### src/rtl/stream_demux_1ton.sv
// Registered 1-to-N stream demultiplexer with a one-entry holding register per channel.
// Out-of-range selects are accepted, discarded and counted.
module stream_demux_1ton #(
  parameter int unsigned WIDTH    = 8,
  parameter int unsigned CHANNELS = 4,
  parameter int unsigned SEL_W    = 2
) (
  input  logic                      clk,
  input  logic                      rst,
  input  logic                      s_valid,
  output logic                      s_ready,
  input  logic [WIDTH-1:0]          s_data,
  input  logic [SEL_W-1:0]          s_sel,
  output logic [CHANNELS-1:0]       m_valid,
  input  logic [CHANNELS-1:0]       m_ready,
  output logic [CHANNELS*WIDTH-1:0] m_data,
  output logic [7:0]                drop_cnt,
  output logic                      err
);

  localparam int unsigned CNT_W   = 8;
  localparam logic [CNT_W-1:0] CNT_MAX = '1;

  logic                in_range;
  logic [CHANNELS-1:0] load;
  logic                drop;

  // Decode the select: ready follows the addressed channel, out-of-range is always ready
  always_comb begin
    s_ready  = 1'b1;
    in_range = 1'b0;
    for (int i = 0; i < CHANNELS; i++) begin
      if (s_sel == SEL_W'(i)) begin
        in_range = 1'b1;
        s_ready  = !m_valid[i] || m_ready[i];
      end
    end
  end

  // Per-channel load strobes and the drop strobe for discarded transfers
  always_comb begin
    load = '0;
    for (int i = 0; i < CHANNELS; i++) begin
      load[i] = s_valid && s_ready && (s_sel == SEL_W'(i));
    end
    drop = s_valid && !in_range;
  end

  // Holding registers: refill wins over drain, drain without refill empties the slot
  always_ff @(posedge clk) begin
    if (rst) begin
      m_valid <= '0;
      m_data  <= '0;
    end else begin
      for (int i = 0; i < CHANNELS; i++) begin
        if (load[i]) begin
          m_valid[i]                 <= 1'b1;
          m_data[i*WIDTH +: WIDTH]   <= s_data;
        end else if (m_ready[i]) begin
          m_valid[i]                 <= 1'b0;
        end
      end
    end
  end

  // Saturating drop counter and sticky error flag
  always_ff @(posedge clk) begin
    if (rst) begin
      drop_cnt <= '0;
      err      <= 1'b0;
    end else if (drop) begin
      err <= 1'b1;
      if (drop_cnt != CNT_MAX) begin
        drop_cnt <= drop_cnt + CNT_W'(1);
      end
    end
  end

endmodule

### config.mk
export PLATFORM = sky130hd
export DESIGN_NAME = stream_demux_1ton
export DESIGN_NICKNAME = d
export VERILOG_FILES = /design/src/rtl/stream_demux_1ton.sv
export SDC_FILE = /design/constraint.sdc
export NUM_CORES = 1
export LEC_CHECK = 0
export ABC_AREA = 1
export CAP_MARGIN = 20
export CELL_PAD_IN_SITES_DETAIL_PLACEMENT = 0
export CELL_PAD_IN_SITES_GLOBAL_PLACEMENT = 1
export CORE_MARGIN = 4
export CORE_UTILIZATION = 42
export CTS_CLUSTER_DIAMETER = 100
export DETAILED_ROUTE_END_ITERATION = 10
export DONT_BUFFER_PORTS = 1
export PLACE_DENSITY = 0.78
export SLEW_MARGIN = 20
export SYNTH_ARGS = -nofsm -noshare
export SYNTH_HDL_FRONTEND = slang
export SYNTH_SLANG_ARGS = --single-unit
### constraint.sdc
create_clock -name clk -period 1.48 [get_ports clk]
set_input_delay 0.222 -clock clk [delete_from_list [all_inputs] [get_ports clk]]
set_output_delay 0.222 -clock clk [all_outputs]
set_load 0.05 [all_outputs]
==> impl_results.md, run 1 <==
* Run status: completed
* Total of max-cap violations at 0
* Final GP Congestion at 0.752
* Global-route wire length before repair at 7600 µm
* Layout cell share with drive strength beyond 1 at 0.168
* Leakage dissipation at 1.28 nW
* Synth Area in Adders at 0
* Placeable core region at 4410 µm²
* Number of max-slew violations in the final report at 0
* Clock period minus worst slack at 1.39 ns
* WL/cell at 11.5 µm
* Share of the core filled with cells in the final layout at 0.530
* Diode insertion count for antenna repair at 0
* Area fraction in compound gates after synthesis at 0.00771
* Worst-case clock skew at 0.00583 ns
* Net switching share of the total power at 0.276
* H-tree levels at 2
* Clock Sinks at 45
* Xor-xnor portion of the synthesized cell area at 0
* Simple logic cell fraction of the synthesized area at 0.359
* Synthesized area per cell at 6.69 µm²
* Overall die area at 5790 µm²
* # rows at 24
* Longest Clk Path Bufs at 2
* Router iterations before antenna repair at 4
* Slew margin rel. at 0.650
* Power Dens Cells at 1100 nW/µm²
* Worst min-delay path category: in -> reg
* Half-perimeter wire length after detailed placement at 3110 µm
* Largest family of logic cells by synthesized area: simple AND/OR/NAND/NOR gates
* Gr ovfl total at 0
* Number of standard cells in the final layout excluding fillers at 374
* Hold violation total from the final report at 0
* Multiplexer fraction of the synthesized cell area at 0
* Fill cell total of the finished layout at 462
* Worst reg2reg path startpoint: m_valid[0]$_SDFFE_PP0P_
* Remaining DRCs at 0
* Total number of nets in the final design at 339
* Clock-pin transition on the worst setup and hold timing paths at 0.08 ns
* Dpl ws at 0.160 ns
* Effective utilization at floorplan at 0.441
* Internal power summed over all cells at 0.00186 W
* Synth Instances at 291
* GRT Total Usage at 0.155
* Count of buffers from port buffering at 0
* Upper clock frequency limit at 0.721 GHz
* Leading cell types in the layout, fill and taps excluded: nand2_1 (70), inv_1 (70), nor2_1 (70)
* Start-to-end type of the worst setup path: reg -> out
* Total Routed Length at 4310 µm
* Y dimension of the die at 76.1 µm
* Initial antenna violation count at 0
* DP Cell Count at 364
* CTS root buf: clkbuf_8
* CP Data Required Time at 1.26 ns
* Number of storage elements in the synthesis netlist at 45
* Endpoint arrival time on the critical path at 1.17 ns
* Worst-margin pin slew at 0.524 ns
* Unrepaired setup endpoints after global routing: yes
* Hold path start: s_data[2]
* Endpoint class of the critical path: output pin
* WHS at 0.0707 ns
* Iter 0 DRT Violations at 62
* Post-Syn Nets at 308
* Fraction of power consumed by combinational cells at 0.138
* Sequential share of the synthesized area at 0.463
* Total via count after detailed routing at 1651
* Largest net degree at the start of global routing at 22
* Library cells used by synthesis at 18
* Cts bufs inserted at 5
* Yosys warning total at 0
* Antenna Nets Post-Route at 0
* Post-synthesis to final-layout area growth at 20.2%
* Power spent charging and discharging nets at 0.000709 W
* Clock network fraction of total power at 0.340
* Period Utilization, post-route at 0.937
* Horizontal extent of the die at 76.1 µm
* Cell area after synthesis at 1950 µm²
* Number of global-route vias before repair at 1654
* Setup-failing EPs final at 0
* Maximum net fanout on the critical path at 3
* Source-to-sink clock delay at the later pin of the worst-skew pair at 0.28 ns
* I/O pin count at 63
* Sequential share of power at 0.521
* Smallest setup slack after layout at 0.0928 ns
* Setup total negative slack at 0 ns
* Vias/cell at 4.41
* Startpoint type of the worst setup path: flop
* Peak ir drop on the vdd network at 485 µV
* Start point of the critical path: m_valid[1]$_SDFFE_PP0P_
* CTS tree: done
==> power groups by stage <==
stage,logic (W),clock network (W),registers (W)
3_3_place_gp,0.000344,0,0.00137
6_report,0.000356,0.000875,0.00134
5_1_grt,0.000397,0.000967,0.00135
4_1_cts,0.000357,0.000920,0.00134
3_5_place_dp,0.000348,0,0.00137
2_1_floorplan,0.000164,0,0.00147
==> registers in the layout (all words and copies together), names as in the netlist <==
signal	count
m_data	32
drop_cnt	8
m_valid	4
err	1
==> worst max-delay path, cell delays in order, from the launching register on <==
cell and delay [ns]:
dfxtp_2 0.33, inv_1 0.06, nor2_2 0.04, nand2_1 0.08
nand3_2 0.10, nor2_4 0.12, buf_12 0.15
==> Yosys cell counts <==
cell / n / area share
nand3_1: 2 / 0.0051
nand4_4: 1 / 0.011
nand4_1: 9 / 0.029
clkbuf_1: 2 / 0.0039
a21oi_1: 3 / 0.0077
buf_6: 3 / 0.017
dfxtp_1: 45 / 0.46
nor2_1: 73 / 0.14
clkbuf_8: 1 / 0.0071
nand4_2: 2 / 0.013
buf_2: 2 / 0.0051
clkinv_1: 1 / 0.0019
nand2_1: 70 / 0.13
nor2_4: 1 / 0.0058
nand3b_1: 1 / 0.0039
nand2_2: 4 / 0.013
inv_1: 70 / 0.13
nor2_2: 1 / 0.0032
==> path summary, 6_finish.rpt <==
kind                             endpoint  slack, ns  cells after the start
hold reg to reg   m_valid[2]$_SDFFE_PP0P_       0.50                      2
hold / removal     m_data[2]$_SDFFE_PP0P_       0.07                      2
setup reg to reg   m_data[7]$_SDFFE_PP0P_       0.19                      8
setup / recovery                  s_ready       0.09                      6
==> repair_timing <==
item,4_1_cts,5_1_grt
buffers inserted,1,1
endpoints found under the hold margin,12,0
gates resized for setup,1,3
endpoints found under the setup margin,1,10
pin swaps,1,1
hold buffers,1,0
==> layout make-up <==
class	count	area, µm²	share of cell area
sequential	45	905	0.387
timing repair buffer	32	268	0.114
inverter	71	267	0.114
clock buffer	5	68.8	0.0294
multi-input combinational	167	732	0.313
clock inverter	2	35.0	0.0150
tap	52	65.1	0.0278
==> routing by layer <==
layer,track usage,part of all wire,vias up
li1,-,-,888
met1,0.172,0.41,723
met5,0,0,-
met4,0.0420,0.0063,0
met3,0.0591,0.076,2
met2,0.276,0.50,38
==> per-stage QoR <==
stage               total power, W  area, µm²
floorplan                  0.00164       1960
global placement           0.00171       2200
detailed placement         0.00172       2200
CTS                        0.00262       2320
global route               0.00271       2340
finish                     0.00257       2340
==> cell families after synthesis <==
logic type,after synthesis
flip-flops,45
buffers and inverters,79
AO/OA/AOI/OAI,3
AND/OR/NAND/NOR,164
No activity file was read; power rests on OpenSTA's default activity.
==> run 2, diff against run 1 <==
--- a/config.mk
+++ b/config.mk
@@ -9,7 +9,6 @@
 export CAP_MARGIN = 20
 export CELL_PAD_IN_SITES_DETAIL_PLACEMENT = 0
 export CELL_PAD_IN_SITES_GLOBAL_PLACEMENT = 1
-export CORE_MARGIN = 4
 export CORE_UTILIZATION = 42
 export CTS_CLUSTER_DIAMETER = 100
 export DETAILED_ROUTE_END_ITERATION = 10
==> run 2 against run 1 <==
Register-to-register slack about the same. Worst setup slack got worse by 0.025 ns. Core utilization shrank 0.37 points. Critical path type unchanged. Largest cell class unchanged.
==> impl_results.md, run 2 (synthesized netlist as in run 1, its figures left out) <==
* Run status: completed
* Final GP Congestion at 0.735 (-2.2%)
* Flip-flop count of the largest register after layout at 32 (unchanged)
* Endpoint class of the critical path: output pin
* Vias/cell at 4.35 (-1.5%)
* Global-route wire length before repair at 6910 µm (-9.0%)
* Worst-case clock skew at 0.00647 ns (+0.000636 ns)
* Setup-failing EPs final at 0 (unchanged)
* M3 GR Usage at 0.0577 (-0.00138)
* CTS root buf: clkbuf_8
* Internal power summed over all cells at 0.00191 W (+2.7%)
* Horizontal extent of the die at 70.1 µm (-7.9%)
* Upper clock frequency limit at 0.708 GHz (-1.8%)
* Worst-margin pin slew at 0.532 ns (+0.00831 ns)
* Most frequent standard cell in the layout excluding fill and tap cells: nor2_1
* Iter 0 DRT Violations at 78 (+26%)
* Cts bufs inserted at 5 (unchanged)
* H-tree levels at 2 (unchanged)
* Peak ir drop on the vdd network at 616 µV (+27%)
* Total power after layout at 0.00265 W (+3.1%)
* Total Routed Length at 4130 µm (-4.3%)
* Placeable core region at 4410 µm² (unchanged)
* Layout cell share with drive strength beyond 1 at 0.170 (+0.00211)
* Clock Sinks at 45 (unchanged)
* Diode insertion count for antenna repair at 0 (unchanged)
* Total of max-cap violations at 0 (unchanged)
* Initial antenna violation count at 0 (unchanged)
* WHS at 0.0598 ns (-0.0109 ns)
* Number of standard cells in the final layout excluding fillers at 370 (-1.1%)
* Endpoint arrival time on the critical path at 1.19 ns (+0.02 ns)
* Most Crowded Layer GR: met2
* Total number of nets in the final design at 334 (-1.5%)
* Share of the core filled with cells in the final layout at 0.526 (-0.00368)
* Number of max-slew violations in the final report at 0 (unchanged)
* GRT Total Usage at 0.181 (+0.0254)
* Hold violation total from the final report at 0 (unchanged)
* Longest Clk Path Bufs at 2 (unchanged)
* Effective utilization at floorplan at 0.441 (unchanged)
* Routing usage on met2 at 0.298 (+0.0224)
* I/O pin count at 63 (unchanged)
* Power spent charging and discharging nets at 0.000737 W (+4.0%)
* DP Cell Count at 358 (-1.6%)
* Fraction of power consumed by combinational cells at 0.119 (-0.019)
* Antenna Nets Post-Route at 0 (unchanged)
* Leading cell types in the layout, fill and taps excluded: nor2_1 (70), nand2_1 (68), inv_1 (68)
* Net switching share of the total power at 0.278 (+0.00244)
* Startpoint type of the worst setup path: flop
* Largest net degree at the start of global routing at 28 (+27%)
* Half-perimeter wire length after detailed placement at 2920 µm (-6.2%)
* Total via count after detailed routing at 1609 (-2.5%)
* Period Utilization, post-route at 0.954 (+0.0171)
* Overall die area at 4910 µm² (-15%)
* Gr ovfl total at 0 (unchanged)
* Met1 Use GR at 0.220 (+0.0478)
* WL/cell at 11.2 µm (-3.2%)
* Top register by number of flip-flops: m_data
* Clock-pin transition on the worst setup and hold timing paths at 0.09 ns (about the same)
* Y dimension of the die at 70.1 µm (-7.9%)
* Remaining DRCs at 0 (unchanged)
* Maximum net fanout on the critical path at 3 (unchanged)
* Clock period minus worst slack at 1.41 ns (+0.0253 ns)
* Leakage dissipation at 1.26 nW (-1.9%)
* Sequential share of power at 0.517 (-0.004)
* CP Data Required Time at 1.26 ns (about the same)
* Top flop regs: m_data (32), drop_cnt (8), m_valid (4)
* Clock network fraction of total power at 0.364 (+0.024)
* Count of buffers from port buffering at 0 (unchanged)
* Router iterations before antenna repair at 4 (unchanged)
* Post-synthesis to final-layout area growth at 19.3%
* Worst min-delay path category: in -> reg
* Number of global-route vias before repair at 1479 (-11%)
* Slew margin rel. at 0.645 (-0.00555)
* Power Dens Cells at 1140 nW/µm² (+3.8%)
* Source-to-sink clock delay at the later pin of the worst-skew pair at 0.29 ns (about the same)
* Start-to-end type of the worst setup path: reg -> out
* # rows at 24 (unchanged)
* CTS tree: done
-- run 2: worst max-delay path, stage by stage, from the launching register on --
cell	delay, ns
dfxtp_2	0.34
nand2_2	0.07
inv_1	0.05
nand2_2	0.06
nand3_2	0.09
nor2_4	0.15
buf_12	0.14
-- run 2: final timing paths --
| check | from | to | slack [ns] | cells past startpoint |
|---|---|---|---|---|
| setup reg to reg | m_valid[2]$_SDFFE_PP0P_ | m_data[27]$_SDFFE_PP0P_ | 0.18 | 10 |
| setup / recovery | m_valid[2]$_SDFFE_PP0P_ | s_ready | 0.07 | 6 |
| hold / removal | s_data[4] | m_data[4]$_SDFFE_PP0P_ | 0.06 | 2 |
| hold reg to reg | m_valid[2]$_SDFFE_PP0P_ | m_valid[2]$_SDFFE_PP0P_ | 0.50 | 2 |
-- run 2: final cells by class --
type,instances,area [µm²]
Fill cell,462,2090
Clock buffer,6,82.6
Clock inverter,2,37.5
Sequential cell,45,905
Inverter,71,267
Timing Repair Buffer,27,230
Tap cell,52,65.1
Multi-Input combinational cell,167,737
-- run 2: per-stage QoR --
step,setup WS (ns),TNS [ns],cell area [µm²]
2_1_floorplan,0.0446,0,1960
3_3_place_gp,0.0961,0,2150
3_5_place_dp,0.0889,0,2150
4_1_cts,0.0187,0,2290
5_1_grt,-0.0130,-0.0130,2320
6_report,0.0676,0,2320
-- run 2: routing by layer --
layer	share of wire	wire (µm)
met5	0	0
met4	0.011	46
met3	0.067	278
met2	0.46	1900
met1	0.46	1900
-- run 2: power groups by stage --
stage,Combinational (W),Sequential [W],Clock [W]
after floorplan,0.000164,0.00147,0
after global placement,0.000303,0.00140,0
after detailed placement,0.000306,0.00140,0
after CTS,0.000315,0.00137,0.000994
after global routing,0.000355,0.00137,0.00104
final,0.000316,0.00137,0.000964
-- run 2: repair_timing --
action / CTS / global route
hold buffers: 1 / 0
hold endpoints to repair: 12 / 0
gates resized for setup: 1 / 7
pin swaps: 1 / 4
buffers inserted: 1 / 2
endpoints found under the setup margin: 1 / 10
==> run 3, diff against run 2 <==
--- a/config.mk
+++ b/config.mk
@@ -10,7 +10,6 @@
 export CELL_PAD_IN_SITES_DETAIL_PLACEMENT = 0
 export CELL_PAD_IN_SITES_GLOBAL_PLACEMENT = 1
 export CORE_UTILIZATION = 42
-export CTS_CLUSTER_DIAMETER = 100
 export DETAILED_ROUTE_END_ITERATION = 10
 export DONT_BUFFER_PORTS = 1
 export PLACE_DENSITY = 0.78
==> results of run 3 <==
No change in the layout: final DEF, timing and power equal those of run 2.
